File: config.mk
export PLATFORM = sky130hd
export DESIGN_NAME = tpu_tile_sched
export DESIGN_NICKNAME = d
export VERILOG_FILES = /design/src/rtl/tpu_pkg.sv /design/src/rtl/tpu_tile_sched_tile_counter.sv /design/src/rtl/tpu_tile_sched.sv
export SDC_FILE = /design/constraint.sdc
export NUM_CORES = 1
export LEC_CHECK = 0
export ABC_AREA = 1
export BUFFER_PORTS_ARGS = -buffer_cell sky130_fd_sc_hd__buf_2
export CAP_MARGIN = 20
export CORE_MARGIN = 1
export CORE_UTILIZATION = 35
export CTS_CLUSTER_SIZE = 12
export DETAILED_ROUTE_END_ITERATION = 10
export GPL_TIMING_DRIVEN = 0
export PLACE_DENSITY = 0.66
export SYNTH_ARGS = -nofsm -noshare
export SYNTH_HDL_FRONTEND = slang
export SYNTH_SLANG_ARGS = --single-unit
File: constraint.sdc
create_clock -name clk -period 2.14 [get_ports clk]
set_input_delay 0.214 -clock clk [delete_from_list [all_inputs] [get_ports clk]]
set_output_delay 0.214 -clock clk [all_outputs]
set_load 0.005 [all_outputs]
File: src/rtl/tpu_pkg.sv
// Shared definitions for the TPU, CFU and tile scheduler:
// GEMM dimension widths and the scheduler state encoding.
package tpu_pkg;

    localparam int unsigned K_W = 11;
    localparam int unsigned M_W = 12;
    localparam int unsigned N_W = 9;
    localparam int unsigned TILE_CNT_W = 16;

    typedef enum logic [2:0] {
        IDLE    = 3'd0,
        ISSUE   = 3'd1,
        GUARD   = 3'd2,
        WAIT    = 3'd3,
        HANDOFF = 3'd4,
        DONE    = 3'd5
    } sched_state_e;

endpackage

File: src/rtl/tpu_tile_sched_tile_counter.sv
// Tile origin walker: N inner, M outer. Produces the clipped tile size
// for the current origin and flags the final tile of the job.
module tile_counter
    import tpu_pkg::*;
#(
    parameter int unsigned TILE_M = 256,
    parameter int unsigned TILE_N = 64
) (
    input  logic           clk,
    input  logic           reset,
    input  logic           clear,
    input  logic           advance,
    input  logic [M_W-1:0] job_m,
    input  logic [N_W-1:0] job_n,
    output logic [M_W-1:0] m_base,
    output logic [N_W-1:0] n_base,
    output logic [M_W-1:0] tile_m,
    output logic [N_W-1:0] tile_n,
    output logic           last
);

    logic [M_W-1:0] m_base_q, m_base_d;
    logic [N_W-1:0] n_base_q, n_base_d;

    // One extra bit so base+TILE cannot wrap at M=4095 / N=511.
    logic [M_W:0]   m_next_wide;
    logic [N_W:0]   n_next_wide;
    logic [M_W-1:0] m_rem;
    logic [N_W-1:0] n_rem;
    logic           m_more;
    logic           n_more;

    always_comb begin
        m_next_wide = {1'b0, m_base_q} + (M_W+1)'(TILE_M);
        n_next_wide = {1'b0, n_base_q} + (N_W+1)'(TILE_N);
        m_more      = m_next_wide < {1'b0, job_m};
        n_more      = n_next_wide < {1'b0, job_n};
        last        = !m_more && !n_more;

        m_rem  = job_m - m_base_q;
        n_rem  = job_n - n_base_q;
        tile_m = ({1'b0, m_rem} > (M_W+1)'(TILE_M)) ? M_W'(TILE_M) : m_rem;
        tile_n = ({1'b0, n_rem} > (N_W+1)'(TILE_N)) ? N_W'(TILE_N) : n_rem;
    end

    always_comb begin
        m_base_d = m_base_q;
        n_base_d = n_base_q;
        if (clear) begin
            m_base_d = '0;
            n_base_d = '0;
        end else if (advance) begin
            if (last) begin
                m_base_d = '0;
                n_base_d = '0;
            end else if (n_more) begin
                n_base_d = n_next_wide[N_W-1:0];
            end else begin
                n_base_d = '0;
                m_base_d = m_next_wide[M_W-1:0];
            end
        end
    end

    always_ff @(posedge clk or posedge reset) begin
        if (reset) begin
            m_base_q <= '0;
            n_base_q <= '0;
        end else begin
            m_base_q <= m_base_d;
            n_base_q <= n_base_d;
        end
    end

    assign m_base = m_base_q;
    assign n_base = n_base_q;

endmodule

File: src/rtl/tpu_tile_sched.sv
// Splits a GEMM job into TILE_M x TILE_N tiles, issues each to the TPU,
// waits for completion and hands every finished tile to the host.
module tpu_tile_sched
    import tpu_pkg::*;
#(
    parameter int unsigned TILE_M = 256,
    parameter int unsigned TILE_N = 64
) (
    input  logic                  clk,
    input  logic                  reset,
    input  logic                  cmd_valid,
    output logic                  cmd_ready,
    input  logic [K_W-1:0]        cmd_K,
    input  logic [M_W-1:0]        cmd_M,
    input  logic [N_W-1:0]        cmd_N,
    output logic                  tpu_in_valid,
    output logic [K_W-1:0]        tpu_K,
    output logic [M_W-1:0]        tpu_M,
    output logic [N_W-1:0]        tpu_N,
    input  logic                  tpu_busy,
    output logic [M_W-1:0]        tile_m_base,
    output logic [N_W-1:0]        tile_n_base,
    output logic                  tile_valid,
    input  logic                  tile_ready,
    output logic                  rsp_valid,
    input  logic                  rsp_ready,
    output logic [TILE_CNT_W-1:0] rsp_tiles
);

    sched_state_e          state_q, state_d;
    logic [K_W-1:0]        k_q, k_d;
    logic [M_W-1:0]        m_q, m_d;
    logic [N_W-1:0]        n_q, n_d;
    logic [TILE_CNT_W-1:0] count_q, count_d;

    logic           tc_clear;
    logic           tc_advance;
    logic           tc_last;
    logic [M_W-1:0] tc_tile_m;
    logic [N_W-1:0] tc_tile_n;
    logic           tile_active;

    tile_counter #(
        .TILE_M (TILE_M),
        .TILE_N (TILE_N)
    ) u_tile_counter (
        .clk     (clk),
        .reset   (reset),
        .clear   (tc_clear),
        .advance (tc_advance),
        .job_m   (m_q),
        .job_n   (n_q),
        .m_base  (tile_m_base),
        .n_base  (tile_n_base),
        .tile_m  (tc_tile_m),
        .tile_n  (tc_tile_n),
        .last    (tc_last)
    );

    always_comb begin
        state_d      = state_q;
        k_d          = k_q;
        m_d          = m_q;
        n_d          = n_q;
        count_d      = count_q;
        cmd_ready    = 1'b0;
        tpu_in_valid = 1'b0;
        tile_valid   = 1'b0;
        rsp_valid    = 1'b0;
        tc_clear     = 1'b0;
        tc_advance   = 1'b0;

        unique case (state_q)
            IDLE: begin
                cmd_ready = 1'b1;
                if (cmd_valid) begin
                    k_d      = cmd_K;
                    m_d      = cmd_M;
                    n_d      = cmd_N;
                    count_d  = '0;
                    tc_clear = 1'b1;
                    if ((cmd_K == '0) || (cmd_M == '0) || (cmd_N == '0)) begin
                        state_d = DONE;
                    end else begin
                        state_d = ISSUE;
                    end
                end
            end
            ISSUE: begin
                tpu_in_valid = 1'b1;
                state_d      = GUARD;
            end
            // The TPU may not have raised busy yet; skip sampling it here.
            GUARD: begin
                state_d = WAIT;
            end
            WAIT: begin
                if (!tpu_busy) begin
                    count_d = count_q + TILE_CNT_W'(1);
                    state_d = HANDOFF;
                end
            end
            HANDOFF: begin
                tile_valid = 1'b1;
                if (tile_ready) begin
                    tc_advance = 1'b1;
                    state_d    = tc_last ? DONE : ISSUE;
                end
            end
            DONE: begin
                rsp_valid = 1'b1;
                if (rsp_ready) begin
                    state_d = IDLE;
                end
            end
            default: begin
                state_d = IDLE;
            end
        endcase
    end

    always_ff @(posedge clk or posedge reset) begin
        if (reset) begin
            state_q <= IDLE;
            k_q     <= '0;
            m_q     <= '0;
            n_q     <= '0;
            count_q <= '0;
        end else begin
            state_q <= state_d;
            k_q     <= k_d;
            m_q     <= m_d;
            n_q     <= n_d;
            count_q <= count_d;
        end
    end

    assign tile_active = (state_q == ISSUE) || (state_q == GUARD) ||
                         (state_q == WAIT)  || (state_q == HANDOFF);
    assign tpu_K       = tile_active ? k_q : '0;
    assign tpu_M       = tile_active ? tc_tile_m : '0;
    assign tpu_N       = tile_active ? tc_tile_n : '0;
    assign rsp_tiles   = (state_q == DONE) ? count_q : '0;

endmodule

* Word-level counts from Yosys, hierarchy flattened *
Cells that the tools add are included.

cells by class
  add/subtract/negate cells = 5
  magnitude comparators = 4
  equal/unequal tests = 10
  mux-type cells = 32
  reduce and logical (&&, ||, !) cells = 18

operator list
  cell                   number
  $mux 12                6
  $mux 9                 6
  $mux 16                3
  $pmux 16 s2            1
  $mux 3                 6
  $pmux 3 s6             1
  $add 16x1->16 const B  1
  $add 12x9->13 const B  1
  $lt 13x12->1           1
  $gt 12x9->1 const B    1
  $logic_not 12->1       1
  $sub 12x12->12         1
  $logic_not 11->1       1
  $mux 11                1
  $add 9x7->10 const B   1
  $lt 10x9->1            1
  $gt 9x7->1 const B     1
  $logic_not 9->1        1
  $sub 9x9->9            1
  $mux 1                 8
  $ne 2x2->1 const B     4
  $eq 3x2->1 const B     2
  $eq 3x3->1 const B     2
  $logic_or 1x1->1       5
  other kinds (9)        12

word-level totals
  flip-flop bits (word level) = 72
  bits of input ports = 38
  output and inout bits = 73
  word-level logic and storage cells = 76

* Logic depth before layout (Yosys ltp) *
Gate-level depths: netlist of the first run.

  word-level depth = 7
  depth in mapped cells = 12
  mapped depth without buffers = 12

* Modules after synthesis *
From an unflattened synthesis of the first run, not the netlist that was laid out.

second synthesis, totals
  cell total of the unflattened synthesis = 657
  area, all modules = 4,335.4 um2

modules (own cells, without submodules)
  module          times used  cells each  area each (um2)  sequential area each (um2)
  tpu_tile_sched  1           429         2,874.0          1,276.2
  tile_counter    1           228         1,461.4          175.2

* Worst setup path before layout of the first run *
OpenSTA, ideal clock, no wires.

  path kind = reg-to-output
  start point = reg u_tile_counter.m_base_q[8], in the netlist u_tile_counter.m_base[8]
  end point = out tpu_M[0]
  arrival = 1.683 ns
  required time = 1.926 ns
  path slack = 0.243 ns
  stages on the path, launching flop included = 10
  path buffers = 0
  path through = dfrtp_1 -> inv_1 -> ha_1 -> inv_1 -> or3_1 -> nand2_1 -> inv_1 -> a21oi_1 -> nand4_2 -> nor2_1

between the ends
  word-level cells in the longest chain between the ends = 4

ends and longest elaborated chain
  item                    RTL line                           text
  from (decl)             tpu_tile_sched_tile_counter.sv:22  logic [M_W-1:0] m_base_q, m_base_d;
  from (signal assigned)  tpu_tile_sched_tile_counter.sv:70  m_base_q <= m_base_d;
  $sub 12x12->12          tpu_tile_sched_tile_counter.sv:40  m_rem = job_m - m_base_q;
  $gt 12x9->1             tpu_tile_sched_tile_counter.sv:42  tile_m = ({1'b0, m_rem} > (M_W+1)'(TILE_M)) ? M_W'(TILE_M) : m_rem;
  $mux 12                 tpu_tile_sched_tile_counter.sv:42
  $mux 12                 tpu_tile_sched.sv:141              assign tpu_M = tile_active ? tc_tile_m : '0;
  to (decl)               tpu_tile_sched.sv:18               output logic [M_W-1:0] tpu_M,

No other way between the ends.

* Worst setup path in the final report of the first run *
  start point = reg u_tile_counter.m_base_q[8], in the netlist u_tile_counter.m_base[8]
  end point = out tpu_M[5]

Same word-level chain as after synthesis.

==> run metrics, run 1 <==
final core utilization=between 40% and 50%; Initial Utilization=36.2%; # DRC=0; DRT antenna net count=0; Post-Route WL=10800 um; Post-Syn Area per Cell=6.96 sq um; Port Buf Inserts=91; hold depth=3; required arrival time at the worst endpoint=between 1500 and 2000 ps; Cell Area, Placed=around 4700 sq um; final worst path period share=112%; run status=finished, violations left; hold slack=between 100 and 150 ps; Sink Count=58; Fmax achieved=~0.42 GHz; crit end category=output port; drt pass-1 iters=4; flops & latches, synth=between 50 and 60; P_sw=3.46 mW; Synth top area share=about 37%; setup TNS=-2400 ps; clock root buffer=clkbuf_16; Layout Nets=between 700 and 800; synth cell count leaders=109 x nand2_1, 91 x nor2_1, 88 x inv_1; initial antenna violation count=0; Int Pwr=between 4 and 5 mW; HP Class=input port to flop; Fin Clk Skew=5.74 ps; Synth Instances=568; Skew-Pair Late Insertion Delay=between 300 and 400 ps; first-pass GRT wire length=roughly 17000 um; placed wire-length estimate=between 8000 and 9000 um; CTS tree=built; minimum clock period=about 2400 ps; worst vdd ir=0.495 mV; top-count cell post-synth=nand2_1; routed vias/inst=approximately 4.7; Top Ports=~110; diode count=0; Clk pwr share=between 10% and 20%; grt total ovfl=0; clk buf depth=2; CTS H-Tree Depth=3; Synth cell types=35; Via Count=4061; min-delay src=cmd_M[5]; ys async rst share=between 90% and 100%; Seq pwr share=a little under a quarter; Max Transition Viols Final=0; startpoint class of the critical path=flop; Final Hold Vio Count=0; cell area after layout=roughly 5400 sq um; Synth area leader=dfrtp_1; total core area=10900 sq um; worst setup margin=-256 ps; MaxCap Viol Count=0; largest net degree at the start of global routing=39; Setup CP Type=flop to output port; sw frac=between 40% and 50%; Die Span X=approximately 110 um; number of synthesized flops with an enable pin=0; die area=between 10000 and 15000 sq um; Area contributors post-synth=dfrtp_1 37%, nand2_1 10%, nor2_1 8.6%; Worst Reg2Reg Path Length in Cells=11; vias in the first global route=approximately 3800; CP arrival=2180 ps; Setup-failing EPs final=15; RR Endpoint=u_tile_counter.m_base[11]$_DFFE_PP0P_; Power Dens Cells=approximately 1400 nW/um^2; Final Wtd Congestion=just under 0.9; Leakage=2.75 nW; failing checks=negative setup slack; Iter 0 DRT Violations=between 100 and 150; Worst Hold Path EP=m_q[5]$_DFFE_PP0P_; Layout fillers=1101; pre-CTS setup slack=-155 ps; Cell Rows=38; total global-route track usage=around a fifth; placed cells=between 800 and 900; Finished Layout Cells=855; FF-to-FF setup slack=60 ps; Comb power frac=between 50% and 60%; WL/cell=approximately 13 um; clk slew on worst S/H paths=~50 ps; Synth warnings=0; Primary FF master, synth=dfrtp_1; P&R area growth vs syn=36.8%; layout cell share with drive strength beyond 1=31.0%; CTS Buf Count=9; cell area after synthesis=3950 sq um; Tot Pwr=7.71 mW; crit-path max FO=8; sequential cell area fraction in the yosys report=around 37%; Reg2Reg Launch Point=u_tile_counter.m_base[9]$_DFFE_PP0P_; DIE HEIGHT=108 um; unrepaired setup endpoints after global routing=yes
kinds of logic after synthesis:
| kind of cell | synth area share, % |
|---|---|
| adders and majority gates | 6.01 |
| xor gates and xnor gates | 2.66 |
| buffers and inverters | 13.7 |
| AOI/OAI and AO/OA | 10.3 |
| DFF | 36.7 |
| and+or+nand+nor | 30.4 |
| other | 0.190 |
repair_timing:
action,4_1_cts,5_1_grt
hold buffers,1,0
buffers inserted,10,8
gates resized for setup,23,55
hold endpoints to repair,20,0
endpoints found under the setup margin,26,32
cloned,0,0
pin swaps,12,25
power groups by stage:
stage	logic, mW	clock network (mW)	registers (mW)
after floorplan	2.40	0	1.69
after global placement	3.26	0	1.74
after detailed placement	3.35	0	1.76
after CTS	3.81	1.42	1.74
after global routing	5.08	1.46	1.82
final	4.55	1.39	1.77
critical path, stage by stage (launching register included):
cell     delay (ps)
dfrtp_1         370
inv_2            80
ha_4            290
inv_4            50
or3_1           310
nand2_1          90
inv_2            60
a21oi_4         130
nand4_4         220
nor2_2          150
buf_2           110
state kept, by name, summed over array words and instances, names as in the netlist:
name                   flops
n_q                        9
u_tile_counter.n_base      3
m_q                       12
u_tile_counter.m_base      4
k_q                       11
count_q                   16
state_q                    3
cells in the final DEF, fill, tap and decap left out, types with 8 or more instances in the layout:
master and instances:
nand2_2 8, inv_2 17, buf_2 95, inv_1 74
clkbuf_16 9, nand2_1 102, nand3_1 31, buf_4 38
nor2_1 79, ha_1 13, conb_1 23, o21ai_1 8
dfrtp_1 56, nor3_1 13, a21oi_1 10, o21ai_0 45
nor2_2 13, nand4_1 9
worst max path at each step:
| stage | startpoint | end | slack [ps] | depth (start not counted) |
|---|---|---|---|---|
| global placement | reset | n_q[5]$_DFFE_PP0P_ | -280 | 2 |
| CTS | u_tile_counter.m_base[8]$_DFFE_PP0P_ | tpu_M[5] | -170 | 10 |
| global route | u_tile_counter.m_base[8]$_DFFE_PP0P_ | tpu_M[4] | -380 | 10 |
| floorplan | u_tile_counter.m_base[8]$_DFFE_PP0P_ | tpu_M[0] | 240 | 9 |
| detailed placement | u_tile_counter.m_base[8]$_DFFE_PP0P_ | tpu_M[6] | -150 | 11 |
| finish | u_tile_counter.m_base[8]$_DFFE_PP0P_ | tpu_M[5] | -260 | 10 |
metal layers:
| layer | GRT usage (%) | vias to the layer above | part of all wire (%) |
|---|---|---|---|
| met4 | 5.79 | 0 | 0.95 |
| met2 | 32.9 | 104 | 50 |
| met5 | 0 | - | 0 |
| li1 | - | 2042 | - |
| met3 | 4.40 | 8 | 5.0 |
| met1 | 23.4 | 1907 | 44 |
cell type report:
type                            instances  area, sq um  share of cell area [%]
Tap cell                              140          175                    3.24
Clock inverter                          2         10.0                   0.185
Inverter                               93          354                    6.55
Sequential cell                        58         1450                    26.9
Clock buffer                           13          280                    5.18
Multi-Input combinational cell        408         2310                    42.8
Timing Repair Buffer                  111          624                    11.5
Buffer                                 30          196                    3.63
Power figures use the tool's default switching activity.
==> inputs of run 2 (changes only) <==
--- a/config.mk
+++ b/config.mk
@@ -5,7 +5,6 @@
 export SDC_FILE = /design/constraint.sdc
 export NUM_CORES = 1
 export LEC_CHECK = 0
-export ABC_AREA = 1
 export BUFFER_PORTS_ARGS = -buffer_cell sky130_fd_sc_hd__buf_2
 export CAP_MARGIN = 20
 export CORE_MARGIN = 1
@@ -13,7 +12,7 @@
 export CTS_CLUSTER_SIZE = 12
 export DETAILED_ROUTE_END_ITERATION = 10
 export GPL_TIMING_DRIVEN = 0
-export PLACE_DENSITY = 0.66
+export PLACE_DENSITY = 0.67
 export SYNTH_ARGS = -nofsm -noshare
 export SYNTH_HDL_FRONTEND = slang
 export SYNTH_SLANG_ARGS = --single-unit
==> run 2 against run 1 <==
  * The flow still finishes with violations (negative setup slack)
  * Final cell count fell by 12%
  * Global-route usage grew 0.23 points
  * Clock-buffer cell count is 2 lower
  * Flip-flop and latch count is the same
  * Sequential share of layout area fell by 0.56 points
  * Maximum frequency hardly changed
  * Combinational power down 8.6%
  * Critical endpoint is now tpu_N[4]
==> run metrics, run 2 <==
failing checks=negative setup slack (unchanged); post-synthesis simple-gate area fraction=28.4% (was 30.4%); top-count cell post-synth=nand2_1 (unchanged); Synth warnings=0 (unchanged); Area contributors post-synth=dfrtp_1 38%, nand2_1 8.6%, ha_1 6.2% (was dfrtp_1 37%, nand2_1 10%, nor2_1 8.6%); relative slew slack=roughly 60%; total core area=10500 sq um (was 10900 sq um); CP arrival=2180 ps (about the same); Synth Area in Adders=6.19% (was 6.01%); diode count=0 (unchanged); Power Dens Cells=1330 nW/um^2 (was 1430 nW/um^2); number of synthesized flops with an enable pin=0 (unchanged); Layout fillers=972 (was 1101); CTS tree=built (unchanged); Sink Count=58 (unchanged); drt pass-1 iters=4 (unchanged); unrepaired setup endpoints after global routing=yes (unchanged); Layout Nets=669 (was 768); post-synthesis mux area share=0.521% (was 0%); slowest CP cell=dfrtp_1 (unchanged); Die Span X=107 um (was 108 um); final worst path period share=112% (about the same); placed wire-length estimate=7600 um (was 8000 um); hold slack=70.3 ps (was 110 ps); Fin Clk Skew=8.14 ps (was 5.74 ps); ys async rst share=100% (unchanged); Least-Margin Pin Slew=between 500 and 600 ps; cell area after synthesis=3840 sq um (was 3950 sq um); clk slew on worst S/H paths=70 ps (was 50 ps); startpoint class of the critical path=flop (unchanged); clock root buffer=clkbuf_8 (was clkbuf_16); Synth area leader=dfrtp_1 (unchanged); Initial Utilization=36.7% (was 36.2%); placed cells=708 (was 821); CTS Buf Count=9 (unchanged); Synth cell types=60 (was 35); crit-path max FO=6 (was 8); largest register by flop count=count_q (unchanged); CTS H-Tree Depth=3 (unchanged); layout cell share with drive strength beyond 1=37.3% (was 31.0%); Via Count=3691 (was 4061); run status=finished, violations left (unchanged); DRT antenna net count=0 (unchanged); complex-gate fraction of the synthesized area=13.3% (was 10.3%); initial antenna violation count=0 (unchanged); cell area after layout=5540 sq um (was 5410 sq um); Skew-Pair Late Insertion Delay=350 ps (was 330 ps); WL/cell=14.8 um (was 12.6 um); Post-Route WL=11100 um (was 10800 um); max FFs per register=16 (unchanged); sequential cell area fraction in the yosys report=37.8% (was 36.7%); Iter 0 DRT Violations=185 (was 109); total global-route track usage=19.3% (was 19.0%); worst vdd ir=0.724 mV (was 0.495 mV); Setup-failing EPs final=24 (was 15); die area=11400 sq um (was 11700 sq um); Port Buf Inserts=91 (unchanged); Synth Instances=459 (was 568); crit end category=output port (unchanged); grt total ovfl=0 (unchanged); Finished Layout Cells=753 (was 855); routed vias/inst=4.90 (was 4.75); DIE HEIGHT=107 um (was 108 um); Cell Area, Placed=4580 sq um (was 4680 sq um); MaxCap Viol Count=0 (unchanged); Post-Syn Area per Cell=8.37 sq um (was 6.96 sq um); Synth top area share=37.8% (was 36.7%); P&R area growth vs syn=44.2% (was 36.8%); # DRC=0 (unchanged); minimum clock period=2390 ps (was 2400 ps); xor/xnor share of the synthesized area=5.25% (was 2.66%); vias in the first global route=3536 (was 3833); largest net degree at the start of global routing=36 (was 39); Top Ports=111 (unchanged); clk buf depth=2 (unchanged); Setup CP Type=flop to output port (unchanged); flops & latches, synth=58 (unchanged); HP Class=input port to flop (unchanged); Top Registers=count_q (16), m_q (12), k_q (11) (unchanged); Final Hold Vio Count=0 (unchanged); first-pass GRT wire length=17100 um (was 17300 um); synth cell count leaders=88 x nand2_1, 58 x dfrtp_1, 35 x and2_1 (was 109 x nand2_1, 91 x nor2_1, 88 x inv_1); required arrival time at the worst endpoint=1930 ps (about the same); worst setup margin=-255 ps (was -256 ps); largest family of logic cells by synthesized area=simple AND/OR/NAND/NOR gates (unchanged); Cell Rows=37 (was 38); commonest non-fill, non-tap cell in the layout=buf_2 (was nand2_1); worst-path cell chain=buf_6, inv_6, ha_4, or3b_4, o22ai_4, o221a_4, and2_1, buf_2 (was inv_2, ha_4, inv_4, or3_1, nand2_1, inv_2, a21oi_4, nand4_4, nor2_2, buf_2); Leakage=2.64 nW (was 2.75 nW); Max Transition Viols Final=0 (unchanged); slowest stage delay, CP=390 ps (was 370 ps); Primary FF master, synth=dfrtp_1 (unchanged); Final Wtd Congestion=0.847 (was 0.887); most frequent cells in the layout=91 x buf_2, 87 x nand2_1, 53 x dfrtp_1 (was 102 x nand2_1, 95 x buf_2, 79 x nor2_1); Fmax achieved=0.418 GHz (was 0.417 GHz)
run 2: changes by cell type after synthesis, sizes merged, moves of 7 or more:
cell and delta:
xnor2 +13, nor2 -74, clkbuf +10, o21ai -28, inv -64, and2 +35, nand2 -24, nand4 -7
nor3b +7, nor3 +10, nand3 -29
run 2: per-layer routing:
layer / part of all wire, % / global-route usage [%]
met1: 42 / 23.4
met2: 51 / 32.5
met3: 4.7 / 3.59
met4: 2.8 / 9.78
met5: 0 / 0
run 2: critical path, delay by kind of cell (launching register included):
| kind | cells | cell delay (ps) |
|---|---|---|
| AOI/OAI and AO/OA | 2 | 400 |
| adders and majority gates | 1 | 260 |
| buffers and inverters | 3 | 270 |
| DFF | 1 | 390 |
| and+or+nand+nor | 2 | 510 |
run 2: layout make-up:
| cell class | count | area [sq um] | area share (%) |
|---|---|---|---|
| multi-input combinational | 357 | 2580 | 46.6 |
| clock inverter | 5 | 125 | 2.26 |
| inverter | 29 | 116 | 2.10 |
| buffer | 36 | 214 | 3.86 |
| tap | 136 | 170 | 3.07 |
| timing repair buffer | 121 | 732 | 13.2 |
| sequential | 58 | 1460 | 26.3 |
| clock buffer | 11 | 141 | 2.55 |
run 2: cell families (layout without fill, tap and decap cells):
| group | after synthesis | in the layout |
|---|---|---|
| flip-flops | 58 | 58 |
| multiplexers | 2 | 2 |
| AND/OR/NAND/NOR | 218 | 218 |
| buffers and inverters | 66 | 202 |
| other | 2 | 23 |
| XOR/XNOR | 23 | 23 |
| AO/OA/AOI/OAI | 71 | 72 |
| adder cells (fa/ha/maj) | 19 | 19 |
run 2: timing repair:
action,in CTS,in global routing
endpoints found under the hold margin,23,0
pin swaps,26,25
gates cloned,1,0
gates resized for setup,47,42
hold buffers,1,0
setup buffers,16,12
setup endpoints to repair,32,57
run 2: where the power goes:
group          total, mW  internal [mW]  switching (mW)
sequential          1.83           1.46           0.373
clock               1.38          0.922           0.462
combinational       4.16           1.97            2.19
total               7.37           4.35            3.02
run 2: final timing paths:
check	startpoint	end	slack [ps]	cells after the start
setup reg to reg	u_tile_counter.n_base[6]$_DFFE_PP0P_	u_tile_counter.m_base[10]$_DFFE_PP0P_	-210	8
hold reg to reg	k_q[3]$_DFFE_PP0P_	k_q[3]$_DFFE_PP0P_	470	2
min in group asynchronous	reset	count_q[9]$_DFFE_PP0P_	450	3
hold / removal	cmd_K[5]	k_q[5]$_DFFE_PP0P_	70	3
setup / recovery	u_tile_counter.n_base[6]$_DFFE_PP0P_	tpu_N[4]	-250	8
max in group asynchronous	reset	u_tile_counter.m_base[8]$_DFFE_PP0P_	1100	4
run 2: stage by stage:
step	setup TNS (ps)	total power, mW	util (%)	worst slack (ps)
floorplan	-179	3.75	-	-78.6
global placement	-19150	4.52	43.6	-305
detailed placement	-3030	4.64	43.8	-316
CTS	-4350	6.81	50.3	-250
global route	-6350	7.88	52.9	-332
finish	-4590	7.37	52.9	-255
==> inputs of run 3 (changes only) <==
==> constraint.sdc (replaced) <==
create_clock -name clk -period 2.14 [get_ports clk]
set_input_delay 0.214 -clock clk [delete_from_list [all_inputs] [get_ports clk]]
set_output_delay 0.214 -clock clk [all_outputs]
set_load 0.02 [all_outputs]
==> run 3 against run 2 <==
  * The flow still finishes with violations (negative setup slack)
  * First-iteration DRC count is 26% lower
  * Via count is 0.95% higher
  * Combinational power is 15% higher
  * Cell area is 0.77% higher
  * Core utilization is 0.41 points higher
  * Clock power is 17% lower
  * Non-clock buffer count is 1 higher
  * Register-to-register slack worse by 40 ps
  * Clock skew is 5.9 ps higher
  * Critical path depth is 2 higher
  * Maximum frequency is 1.3% lower
  * Global-route usage is 0.69 points higher
  * Largest cell class unchanged
  * Highest routed layer unchanged
==> run metrics, run 3 (synthesized netlist as in run 2, its figures left out) <==
Skew-Pair Late Insertion Delay=350 ps (about the same); CTS tree=built (unchanged); Layout fillers=962 (was 972); Initial Utilization=36.7% (unchanged); layout cell share with drive strength beyond 1=38.9% (was 37.3%); Layout Nets=669 (unchanged); Via Count=3726 (was 3691); worst vdd ir=0.750 mV (was 0.724 mV); run status=finished, violations left (unchanged); unrepaired setup endpoints after global routing=yes (unchanged); placed wire-length estimate=7820 um (was 7600 um); largest register by flop count=count_q (unchanged); # DRC=0 (unchanged); DRT antenna net count=0 (unchanged); CTS H-Tree Depth=3 (unchanged); Iter 0 DRT Violations=136 (was 185); diode count=0 (unchanged); clk slew on worst S/H paths=70 ps (about the same); final worst path period share=113% (was 112%); cell area after layout=5580 sq um (was 5540 sq um); Top Ports=111 (unchanged); DIE HEIGHT=107 um (unchanged); Leakage=2.66 nW (was 2.64 nW); P&R area growth vs syn=45.3% (was 44.2%); Tot Pwr=7.73 mW (was 7.37 mW); clock root buffer=clkbuf_8 (unchanged); worst setup margin=-286 ps (was -255 ps); Final Wtd Congestion=0.875 (was 0.847); drt pass-1 iters=5 (was 4); failing checks=negative setup slack (unchanged); die area=11400 sq um (unchanged); vias in the first global route=3671 (was 3536); Max Transition Viols Final=0 (unchanged); clk buf depth=2 (unchanged); Fmax achieved=0.412 GHz (was 0.418 GHz); Power Dens Cells=1390 nW/um^2 (was 1330 nW/um^2); WL/cell=14.8 um (about the same); hold slack=80.2 ps (was 70.3 ps); Setup-failing EPs final=24 (unchanged); grt total ovfl=0 (unchanged); max FFs per register=16 (unchanged); initial antenna violation count=0 (unchanged); Setup CP Type=flop to output port (unchanged); largest net degree at the start of global routing=37 (was 36); CP arrival=2210 ps (was 2180 ps); storage element area=1460 sq um (about the same); Die Span X=107 um (unchanged); total core area=10500 sq um (unchanged); HP Class=input port to flop (unchanged); Sink Count=58 (unchanged); CTS Buf Count=9 (unchanged); Least-Margin Pin Slew=670 ps (was 587 ps); Multi-input gate area=2570 sq um (was 2580 sq um); Top Registers=count_q (16), m_q (12), k_q (11) (unchanged); CP endpoint=tpu_M[0] (was tpu_N[4]); Port Buf Inserts=91 (unchanged); Reg2Reg Launch Point=u_tile_counter.m_base[8]$_DFFE_PP0P_ (was u_tile_counter.n_base[6]$_DFFE_PP0P_); Cell Rows=37 (unchanged); Final Hold Vio Count=0 (unchanged); crit-path max FO=7 (was 6); Post-Route WL=11200 um (was 11100 um); Cell Area, Placed=4710 sq um (was 4580 sq um); Crit. Startpoint=u_tile_counter.m_base[8]$_DFFE_PP0P_ (was u_tile_counter.n_base[6]$_DFFE_PP0P_); most frequent cells in the layout=87 x nand2_1, 77 x buf_2, 51 x dfrtp_1 (was 91 x buf_2, 87 x nand2_1, 53 x dfrtp_1); first-pass GRT wire length=17800 um (was 17100 um); RR Endpoint=state_q[2]$_DFFE_PP0P_ (was u_tile_counter.m_base[10]$_DFFE_PP0P_); minimum clock period=2430 ps (was 2390 ps); required arrival time at the worst endpoint=1930 ps (about the same); Worst Reg2Reg Path Length in Cells=9 (was 8); Fin Clk Skew=14.1 ps (was 8.14 ps); startpoint class of the critical path=flop (unchanged); commonest non-fill, non-tap cell in the layout=nand2_1 (was buf_2); crit end category=output port (unchanged); total global-route track usage=19.9% (was 19.3%); MaxCap Viol Count=0 (unchanged); setup TNS=-4480 ps (was -4590 ps); routed vias/inst=4.95 (was 4.90); FF-to-FF setup slack=-250 ps (was -210 ps); relative slew slack=55.2% (was 60.7%)
-- run 3: timing repair --
| action | CTS | global route |
|---|---|---|
| buffers inserted | 19 | 13 |
| gates resized for setup | 66 | 30 |
| hold buffers | 1 | 0 |
| pin swaps | 32 | 15 |
| endpoints found under the hold margin | 22 | 0 |
| setup endpoints to repair | 39 | 73 |
-- run 3: cell type report --
type	instances	share of cell area, %
Clock buffer	10	2.47
Multi-Input combinational cell	356	46.0
Tap cell	136	3.05
Buffer	36	3.99
Inverter	29	2.04
Timing Repair Buffer	122	14.9
Clock inverter	6	1.43
Sequential cell	58	26.2
-- run 3: report_power, final --
| part | internal [mW] | switching (mW) | total (mW) |
|---|---|---|---|
| Clock | 0.679 | 0.469 | 1.15 |
| Combinational | 2.23 | 2.54 | 4.77 |
| Sequential | 1.46 | 0.355 | 1.82 |
-- run 3: through the flow --
step,utilization (%),cells,setup WS (ps)
after floorplan,-,480,-125
after global placement,44.9,707,-551
after detailed placement,45.1,708,-384
after CTS,51.4,742,-293
after global routing,53.3,753,-361
final,53.3,753,-286
-- run 3: worst min path at each step --
stage	start	to	slack, ps	cells past startpoint
floorplan	cmd_K[0]	k_q[0]$_DFFE_PP0P_	320	2
global placement	cmd_K[2]	k_q[2]$_DFFE_PP0P_	420	3
detailed placement	reset	k_q[7]$_DFFE_PP0P_	290	2
CTS	cmd_K[2]	k_q[2]$_DFFE_PP0P_	70	3
global route	cmd_K[7]	k_q[7]$_DFFE_PP0P_	80	3
finish	cmd_K[2]	k_q[2]$_DFFE_PP0P_	80	3
-- run 3: routing by layer --
layer / part of all wire [%] / vias to the layer above / track usage, %
met5: 0 / - / 0
met1: 43 / 1758 / 24.6
met2: 48 / 126 / 34.1
met3: 7.1 / 20 / 4.68
li1: - / 1822 / -
met4: 1.9 / 0 / 6.65
-- run 3: critical path: stages, from the launching register on --
cell and delay (ps):
dfrtp_2 440, inv_4 90, ha_4 220, nand2b_4 100
o311ai_4 120, o21a_2 160, o32ai_4 290, buf_12 170
buf_12 110, nor3_2 40, buf_4 150
